File: config.mk
export PLATFORM = sky130hd
export DESIGN_NAME = keypad_scanner
export DESIGN_NICKNAME = d
export VERILOG_FILES = /design/src/rtl/keypad_pkg.sv /design/src/rtl/kp_sync.sv /design/src/rtl/keypad_scanner.sv
export SDC_FILE = /design/constraint.sdc
export NUM_CORES = 1
export LEC_CHECK = 0
export CAP_MARGIN = 20
export CORE_UTILIZATION = 55
export CTS_CLUSTER_SIZE = 20
export DETAILED_ROUTE_END_ITERATION = 16
export GPL_TIMING_DRIVEN = 1
export PLACE_DENSITY = 0.77
export SETUP_SLACK_MARGIN = 0.4
export SLEW_MARGIN = 10
export SYNTH_ARGS = -nofsm -noshare
export SYNTH_HDL_FRONTEND = slang
export SYNTH_HIERARCHICAL = 1
export SYNTH_SLANG_ARGS = --single-unit
File: constraint.sdc
create_clock -name clk -period 2.3 [get_ports clk]
set_clock_uncertainty 0.1 [all_clocks]
set_input_delay 0.345 -clock clk [delete_from_list [all_inputs] [get_ports clk]]
set_output_delay 0.345 -clock clk [all_outputs]
set_load 0.02 [all_outputs]
File: src/rtl/keypad_pkg.sv
// Shared types and constants for the 4x4 keypad scanner.
package keypad_pkg;

  typedef enum logic [1:0] {
    SCAN,
    DEBOUNCE,
    EMIT,
    RELEASE
  } kp_state_t;

  localparam int SCAN_DIV_DEFAULT = 50000;
  localparam int DB_CNT_DEFAULT   = 20;

  // Nibble {row, col} holds the key code; row 0 / col 0 is the top-left key.
  localparam logic [63:0] KEY_MAP = 64'hDEF0_C987_B654_A321;

  function automatic logic [3:0] key_lookup(input logic [1:0] r, input logic [1:0] c);
    return KEY_MAP[{r, c, 2'b00} +: 4];
  endfunction

  function automatic logic [1:0] lowest_row(input logic [3:0] rs);
    logic [1:0] idx;
    idx = 2'd3;
    if (!rs[2]) idx = 2'd2;
    if (!rs[1]) idx = 2'd1;
    if (!rs[0]) idx = 2'd0;
    return idx;
  endfunction

endpackage

File: src/rtl/kp_sync.sv
// Two-flop synchroniser for the asynchronous, active-low row lines.
module kp_sync (
  input  logic       clk,
  input  logic       rst,
  input  logic [3:0] d,
  output logic [3:0] q
);

  logic [3:0] meta;

  always_ff @(posedge clk) begin
    if (rst) begin
      meta <= 4'hF;
      q    <= 4'hF;
    end else begin
      meta <= d;
      q    <= meta;
    end
  end

endmodule

File: src/rtl/keypad_scanner.sv
// 4x4 matrix keypad scanner: rotates one low column, debounces press and
// release, and emits a single key_valid strobe per physical press.
module keypad_scanner
  import keypad_pkg::*;
#(
  parameter int SCAN_DIV = SCAN_DIV_DEFAULT,
  parameter int DB_CNT   = DB_CNT_DEFAULT
) (
  input  logic       clk,
  input  logic       rst,
  input  logic [3:0] row,
  output logic [3:0] col,
  output logic [3:0] decode,
  output logic       key_valid
);

  localparam int DWW = $clog2(SCAN_DIV + 1);
  localparam int DBW = $clog2(DB_CNT + 1);

  kp_state_t      state, state_nxt;
  logic [1:0]     c, c_nxt;
  logic [1:0]     r, r_nxt;
  logic [DWW-1:0] dwell_cnt;
  logic [DBW-1:0] db_cnt, db_cnt_nxt;
  logic [3:0]     rs;
  logic           sample;

  kp_sync u_sync (
    .clk (clk),
    .rst (rst),
    .d   (row),
    .q   (rs)
  );

  // Rows are only trusted on the final dwell cycle, after the column has settled.
  assign sample = (dwell_cnt == DWW'(SCAN_DIV - 1));

  always_ff @(posedge clk) begin
    if (rst) begin
      dwell_cnt <= '0;
    end else if (sample) begin
      dwell_cnt <= '0;
    end else begin
      dwell_cnt <= dwell_cnt + 1'b1;
    end
  end

  always_ff @(posedge clk) begin
    if (rst) begin
      state  <= SCAN;
      c      <= 2'd0;
      r      <= 2'd0;
      db_cnt <= '0;
    end else begin
      state  <= state_nxt;
      c      <= c_nxt;
      r      <= r_nxt;
      db_cnt <= db_cnt_nxt;
    end
  end

  always_comb begin
    state_nxt  = state;
    c_nxt      = c;
    r_nxt      = r;
    db_cnt_nxt = db_cnt;
    case (state)
      SCAN: begin
        if (sample) begin
          if (rs != 4'hF) begin
            r_nxt      = lowest_row(rs);
            db_cnt_nxt = '0;
            state_nxt  = DEBOUNCE;
          end else begin
            c_nxt = c + 2'd1;
          end
        end
      end
      DEBOUNCE: begin
        if (sample) begin
          if (!rs[r]) begin
            if (db_cnt == DBW'(DB_CNT - 1)) begin
              db_cnt_nxt = '0;
              state_nxt  = EMIT;
            end else begin
              db_cnt_nxt = db_cnt + 1'b1;
            end
          end else begin
            db_cnt_nxt = '0;
            c_nxt      = c + 2'd1;
            state_nxt  = SCAN;
          end
        end
      end
      EMIT: begin
        db_cnt_nxt = '0;
        state_nxt  = RELEASE;
      end
      RELEASE: begin
        // The column stays frozen, so only the held key's column is watched here.
        if (sample) begin
          if (rs == 4'hF) begin
            if (db_cnt == DBW'(DB_CNT - 1)) begin
              db_cnt_nxt = '0;
              c_nxt      = c + 2'd1;
              state_nxt  = SCAN;
            end else begin
              db_cnt_nxt = db_cnt + 1'b1;
            end
          end else begin
            db_cnt_nxt = '0;
          end
        end
      end
      default: begin
        state_nxt = SCAN;
      end
    endcase
  end

  assign col       = ~(4'b0001 << c);
  assign key_valid = (state == EMIT);
  assign decode    = key_valid ? key_lookup(r, c) : 4'h0;

endmodule

==> flow_summary_export.csv, run 1 <==
group,metric,value,unit
routing,drcViolationCount,2,
sta,slew_headroom,73.4,%
critical_path,worstSetupEndpointType,"flop",
cts,cts_tree,"built",
floorplanning,die_x,57.9,um
cells_and_area,final_nets,247,
critical_path,cp.arrival,2.24,ns
grt,grt_max_degree,20,
cts,postCtsHoldBufs,0,
grt,grt-ovfl-total,0,
cts,numCtsBuffers,5,
sta,period_minus_slack,2.08,ns
placement,dp_hpwl,2.44,mm
routing,via_per_inst,5.55,
cells_and_area,multiInputGateArea,0.00105,mm^2
floorplanning,fp.dieH,57.9,um
floorplanning,io_pins,15,
cts,htree_num_levels,2,
floorplanning,start_util,60.3,%
synth,yosys-top-cells-count,"dfxtp_1 (35), nor2_1 (30), inv_1 (13), nand2_1 (13), nand3_1 (12)",
synth,synthFlopType,"dfxtp_1",
cells_and_area,area_growth,27.8,%
routing,drtIter0Drc,59,
floorplanning,core-area,0.00285,mm^2
run_status,status,"complete, but fails checks",
floorplanning,rows,19,
power,power.density,448,mW/mm^2
grt,busiest_layer,"met2",
cts,clkLatencyLatePin,0.33,ns
synth,synth_cells,198,
cts,cts_root_buffer,"clkbuf_4",
sta,whs,0.315,ns
grt,grtUsageMet1,29.4,%
grt,grt_util_met3,5.13,%
synth,yosys.area.top_type,"dfxtp_1",
grt,grtUsageMet2,43.5,%
critical_path,worstSetupStartpointType,"flop",
cts,cts_sinks,35,
synth,yosysUniqueCellTypes,40,
sta,finalWorstSetupSlack,0.223,ns
hold_path,hold_class,"reg -> reg",
cts,path_clk_slew,0.11,ns
grt,grt.total_usage,24.8,%
sta,fmaxAchievable,481,MHz
placement,port_buffers,14,
synth,yosys_warnings,6,
routing,wl_per_cell,13.7,um
sta,rsz0062_at_grt,"yes",
power,peakVddDrop,0.393,mV
placement,dp_slack,-0.00117,ns
synth,syn_nets,211,
synth,synthArstFlopShare,0,%
routing,vias,1477,
floorplanning,die-area,0.00336,mm^2
sta,slew_viol_final,0,
sta,hold_viol,0,
placement,gp_congestion,0.807,
routing,wirelength,3.65,mm
routing,antenna_left,0,
sta,tightest_slew,0.396,ns
critical_path,ff2ff_setup_slack,0.22,ns
synth,synth-edff-count,0,
sta,post-route-period-util,90.3,%
grt,antenna_found_initial,0,
run,maxCapViolCount,0,
synth,synth_area_leaders,"dfxtp_1 (41%), nor2_1 (6.5%), ha_1 (5.1%)",
cells_and_area,n_antenna_cell,0,
power,leakagePower,0.842,nW
run_status,violations,"design-rule violations",
synth,syn_area_per_cell,8.69,um^2
sta,timing.final.setup_violations,0,
synth,syn_area,0.00172,mm^2
synth,synth_most_common_cell,"dfxtp_1",
grt,grt_pass1_vias,1443,
grt,grt_pass1_wl,6.34,mm
cts,cts_buffer_depth,2,
critical_path,crit_fanout,4,
synth,yosysSeqAreaShare,40.7,%
critical_path,worstSetupPathType,"reg -> reg",
cells_and_area,seqCellArea,716,um^2
synth,synth_top_area_share,40.7,%
routing,dr.pass1.iters,10,
critical_path,crit_required,2.47,ns
synth,ys_ff_latch,35,
cells_and_area,drive_gt1_share,29.8,%
cells_and_area,n_fill_cell,198,
-- sequential cells by signal (all words and copies together) (netlist names), named ones only --
signal / cells
c: 2
db_cnt: 5
dwell_cnt: 16
r: 2
state: 1
u_sync/meta: 4
u_sync/q: 4
-- where the power goes --
part	leakage, nW	switching, mW	internal (mW)
clock network	0.0282	0.202	0.118
registers	0.290	0.00723	0.615
logic	0.524	0.0205	0.0218
total	0.842	0.229	0.755
-- area by class of cell --
| class | count | area share (%) |
|---|---|---|
| Multi-Input combinational cell | 145 | 47.9 |
| Sequential cell | 35 | 32.6 |
| Timing Repair Buffer | 34 | 12.9 |
| Inverter | 13 | 2.45 |
| Clock buffer | 6 | 1.88 |
| Tap cell | 31 | 1.76 |
| Clock inverter | 2 | 0.569 |
-- what timing repair did --
| action | CTS | global route |
|---|---|---|
| setup endpoints to repair | 35 | 33 |
| buffers inserted | 7 | 6 |
| resized for setup | 44 | 21 |
| pin swaps | 9 | 14 |
-- worst max-delay path: stages, from the launching register on --
cell and delay [ns]:
dfxtp_2 0.35, or4b_4 0.54, nor4_4 0.25, buf_4 0.17
buf_6 0.10, nand4_1 0.13, or2_0 0.25, a21oi_1 0.11
-- logic make-up (layout without fill, tap and decap cells) --
| logic type | count (synthesis) | after routing | synth area share [%] |
|---|---|---|---|
| flip-flops | 35 | 35 | 40.7 |
| buffers and inverters | 18 | 55 | 4.07 |
| XOR/XNOR | 15 | 15 | 7.64 |
| AO/OA/AOI/OAI | 23 | 23 | 9.24 |
| multiplexers | 5 | 5 | 2.91 |
| adder cells (fa/ha/maj) | 7 | 7 | 5.09 |
| AND/OR/NAND/NOR | 95 | 95 | 30.3 |
-- placed cells by master, fill, tap and decap left out, types with 5 or more instances in the layout --
cell type        instances
clkbuf_4                 5
nand4_1                  5
nor2_1                  29
clkdlybuf4s50_1          5
or2_1                    8
nand3_1                 11
mux2i_1                  5
nand2_1                 12
xor2_1                   7
buf_4                   19
a21oi_1                  7
inv_1                    9
xnor2_1                  8
dfxtp_2                  9
dfxtp_1                 25
-- through the flow --
stage	utilization, %	total power, mW	instance area [um^2]	cells	TNS (ns)
6_report	77.1	0.984	2200	266	0
5_1_grt	77.1	1.03	2200	266	0
3_3_place_gp	68.3	0.677	1950	245	0
4_1_cts	73.7	0.995	2100	260	0
3_5_place_dp	68.3	0.679	1950	245	-0.00117
2_1_floorplan	-	0.663	1740	198	0
-- final timing paths --
kind | to | start | cells after the start
worst max-delay path | r[1] | dwell_cnt[13] | 7
worst min-delay path | u_sync/q[3] | u_sync/meta[3] | 1
worst max register to register | r[1] | dwell_cnt[13] | 7
worst min register to register | u_sync/q[3] | u_sync/meta[3] | 1
-- per-layer routing --
metal	wire length, um	vias to the layer above	share of wire [%]
li1	-	749	-
met1	1630	703	45
met2	1900	23	52
met3	104	2	2.9
met4	17	0	0.47
met5	0	-	0
Power figures use the tool's default switching activity.
==> run 2: changes to the inputs <==
CAP_MARGIN = not set   (was 20)
RECOVER_POWER = 50   (was not set)
==> run 2 against run 1 <==
The flow still finishes with violations (design-rule violations). Non-clock buffer count stayed put. Critical endpoint unchanged. Sequential power hardly changed. Critical path depth stayed put.
==> flow_summary_export.csv, run 2 (same netlist as run 1, synthesis figures left out) <==
group,metric,value,unit
power,power,983,uW
critical_path,ff2ff_setup_slack,0.21,ns
placement,dp_slack,-0.00117,ns
grt,grt.total_usage,24.8,%
grt,grt_pass1_wl,6.34,mm
sta,slew_headroom,51.3,%
floorplanning,io_pins,15,
power,pwr-share-clk,32.5,%
cells_and_area,largest_reg_flops,16,
cts,cts_tree,"built",
routing,antenna_left,0,
cts,cts_buffer_depth,2,
sta,timing.final.setup_violations,0,
critical_path,cp.arrival,2.25,ns
placement,gp_congestion,0.807,
sta,rsz0062_at_grt,"yes",
cells_and_area,final_nets,247,
critical_path,worstReg2RegEnd,"r[1]",
critical_path,slowest_delay,0.55,ns
cells_and_area,fin_util,75.8,%
sta,tightest_slew,0.730,ns
cells_and_area,final_common_cell,"nor2_1",
floorplanning,die-area,0.00336,mm^2
cells_and_area,layout_common_cells,"nor2_1 (29), dfxtp_1 (27), buf_4 (16)",
cts,htree_num_levels,2,
placement,dp_hpwl,2.44,mm
grt,antenna_found_initial,0,
cts,numCtsBuffers,5,
critical_path,crit_required,2.46,ns
critical_path,cp-endpoint,"r[1]",
critical_path,crit_fanout,4,
routing,drtIter0Drc,67,
floorplanning,core-area,0.00285,mm^2
floorplanning,die_x,57.9,um
power,p_sw,229,uW
sta,period_minus_slack,2.09,ns
run,maxCapViolCount,0,
cells_and_area,top_register,"dwell_cnt",
sta,fmaxAchievable,478,MHz
power,peakVddDrop,0.391,mV
power,seqPwrFrac,63.3,%
cells_and_area,drive_gt1_share,26.0,%
routing,wirelength,3.65,mm
routing,dr.pass1.iters,10,
power,swShare,23.3,%
cts,clkLatencyLatePin,0.33,ns
critical_path,worstSetupStartpoint,"dwell_cnt[13]",
critical_path,cp_top_family,"simple AND/OR/NAND/NOR gates",
cts,path_clk_slew,0.11,ns
grt,grt_max_degree,20,
sta,hold_viol,0,
critical_path,worst_path_max_delay_cell,"or4b_4",
grt,grt-ovfl-total,0,
floorplanning,fp.dieH,57.9,um
power,leakagePower,0.819,nW
cells_and_area,area_growth,25.7,%
cts,cts_root_buffer,"clkbuf_4",
sta,finalWorstSetupSlack,0.207,ns
critical_path,worstSetupStartpointType,"flop",
sta,post-route-period-util,91.0,%
run_status,status,"complete, but fails checks",
critical_path,worstSetupPathType,"reg -> reg",
cells_and_area,top_regs,"dwell_cnt (16), db_cnt (5)",
cts,cts_sinks,35,
hold_path,hold_class,"reg -> reg",
critical_path,cp_num_cells,7,
sta,setup_tns,0,ns
routing,drcViolationCount,2,
cells_and_area,n_antenna_cell,0,
floorplanning,rows,19,
cts,postCtsHoldBufs,0,
grt,grt_pass1_vias,1443,
power,p_int,754,uW
critical_path,rr_startpoint,"dwell_cnt[13]",
run_status,violations,"design-rule violations",
power,p_comb_share,4.2,%
routing,wl_per_cell,13.7,um
routing,vias,1482,
routing,via_per_inst,5.57,
placement,port_buffers,14,
critical_path,reg2reg_depth,7,
critical_path,worstSetupEndpointType,"flop",
power,power.density,454,mW/mm^2
critical_path,critPathBufInv,2,
critical_path,path_cells,"or4b_4, nor4_4, buf_4, buf_6, nand4_1, or2_0, a21oi_1",
floorplanning,start_util,60.3,%
sta,slew_viol_final,0,
[run 2: cell types whose count changed in the layout (fill, tap and decap cells not counted), moves of 2 or more]
cell,change
dfxtp_1,+2
dfxtp_2,-2
clkbuf_1,+5
buf_4,-3
[run 2: final cells by class]
class / instances / area (um^2)
inverters: 13 / 53.8
clock buffers: 6 / 41.3
well taps: 31 / 38.8
fillers: 207 / 689
flip-flops and latches: 35 / 713
multi-input cells: 145 / 1040
repair buffers: 34 / 264
clock inverters: 2 / 12.5
[run 2: worst min path at each step]
stage / startpoint / end / slack, ns / cells past startpoint
after global routing: u_sync/meta[3] / u_sync/q[3] / 0.33 / 1
final: u_sync/meta[3] / u_sync/q[3] / 0.31 / 1
after global placement: u_sync/meta[0] / u_sync/q[0] / 0.29 / 1
after CTS: u_sync/meta[1] / u_sync/q[1] / 0.32 / 1
after detailed placement: u_sync/meta[1] / u_sync/q[1] / 0.29 / 1
after floorplan: u_sync/meta[0] / u_sync/q[0] / 0.28 / 1
[run 2: per-layer routing]
layer	wire length [um]	global-route usage, %
met3	112	5.13
met5	0	0
met1	1620	29.4
met4	35	9.86
met2	1880	43.5
[run 2: timing repair]
action | 4_1_cts | 5_1_grt
resized for setup | 44 | 21
endpoints found under the setup margin | 35 | 33
buffers inserted | 7 | 6
pin swaps | 9 | 14
cloned | 0 | 0
[run 2: power by group through the flow]
stage,Sequential [mW],Clock [mW],Combinational (mW)
after detailed placement,0.638,0,0.0411
final,0.623,0.319,0.0411
after global routing,0.625,0.359,0.0461
after CTS,0.624,0.329,0.0423
after global placement,0.637,0,0.0395
after floorplan,0.636,0,0.0269
[run 2: through the flow]
step | cell area (um^2) | hold WS (ns) | std cells
6_report | 2160 | 0.314 | 266
5_1_grt | 2160 | 0.329 | 266
4_1_cts | 2100 | 0.318 | 260
3_5_place_dp | 1950 | 0.293 | 245
3_3_place_gp | 1950 | 0.288 | 245
2_1_floorplan | 1740 | 0.283 | 198
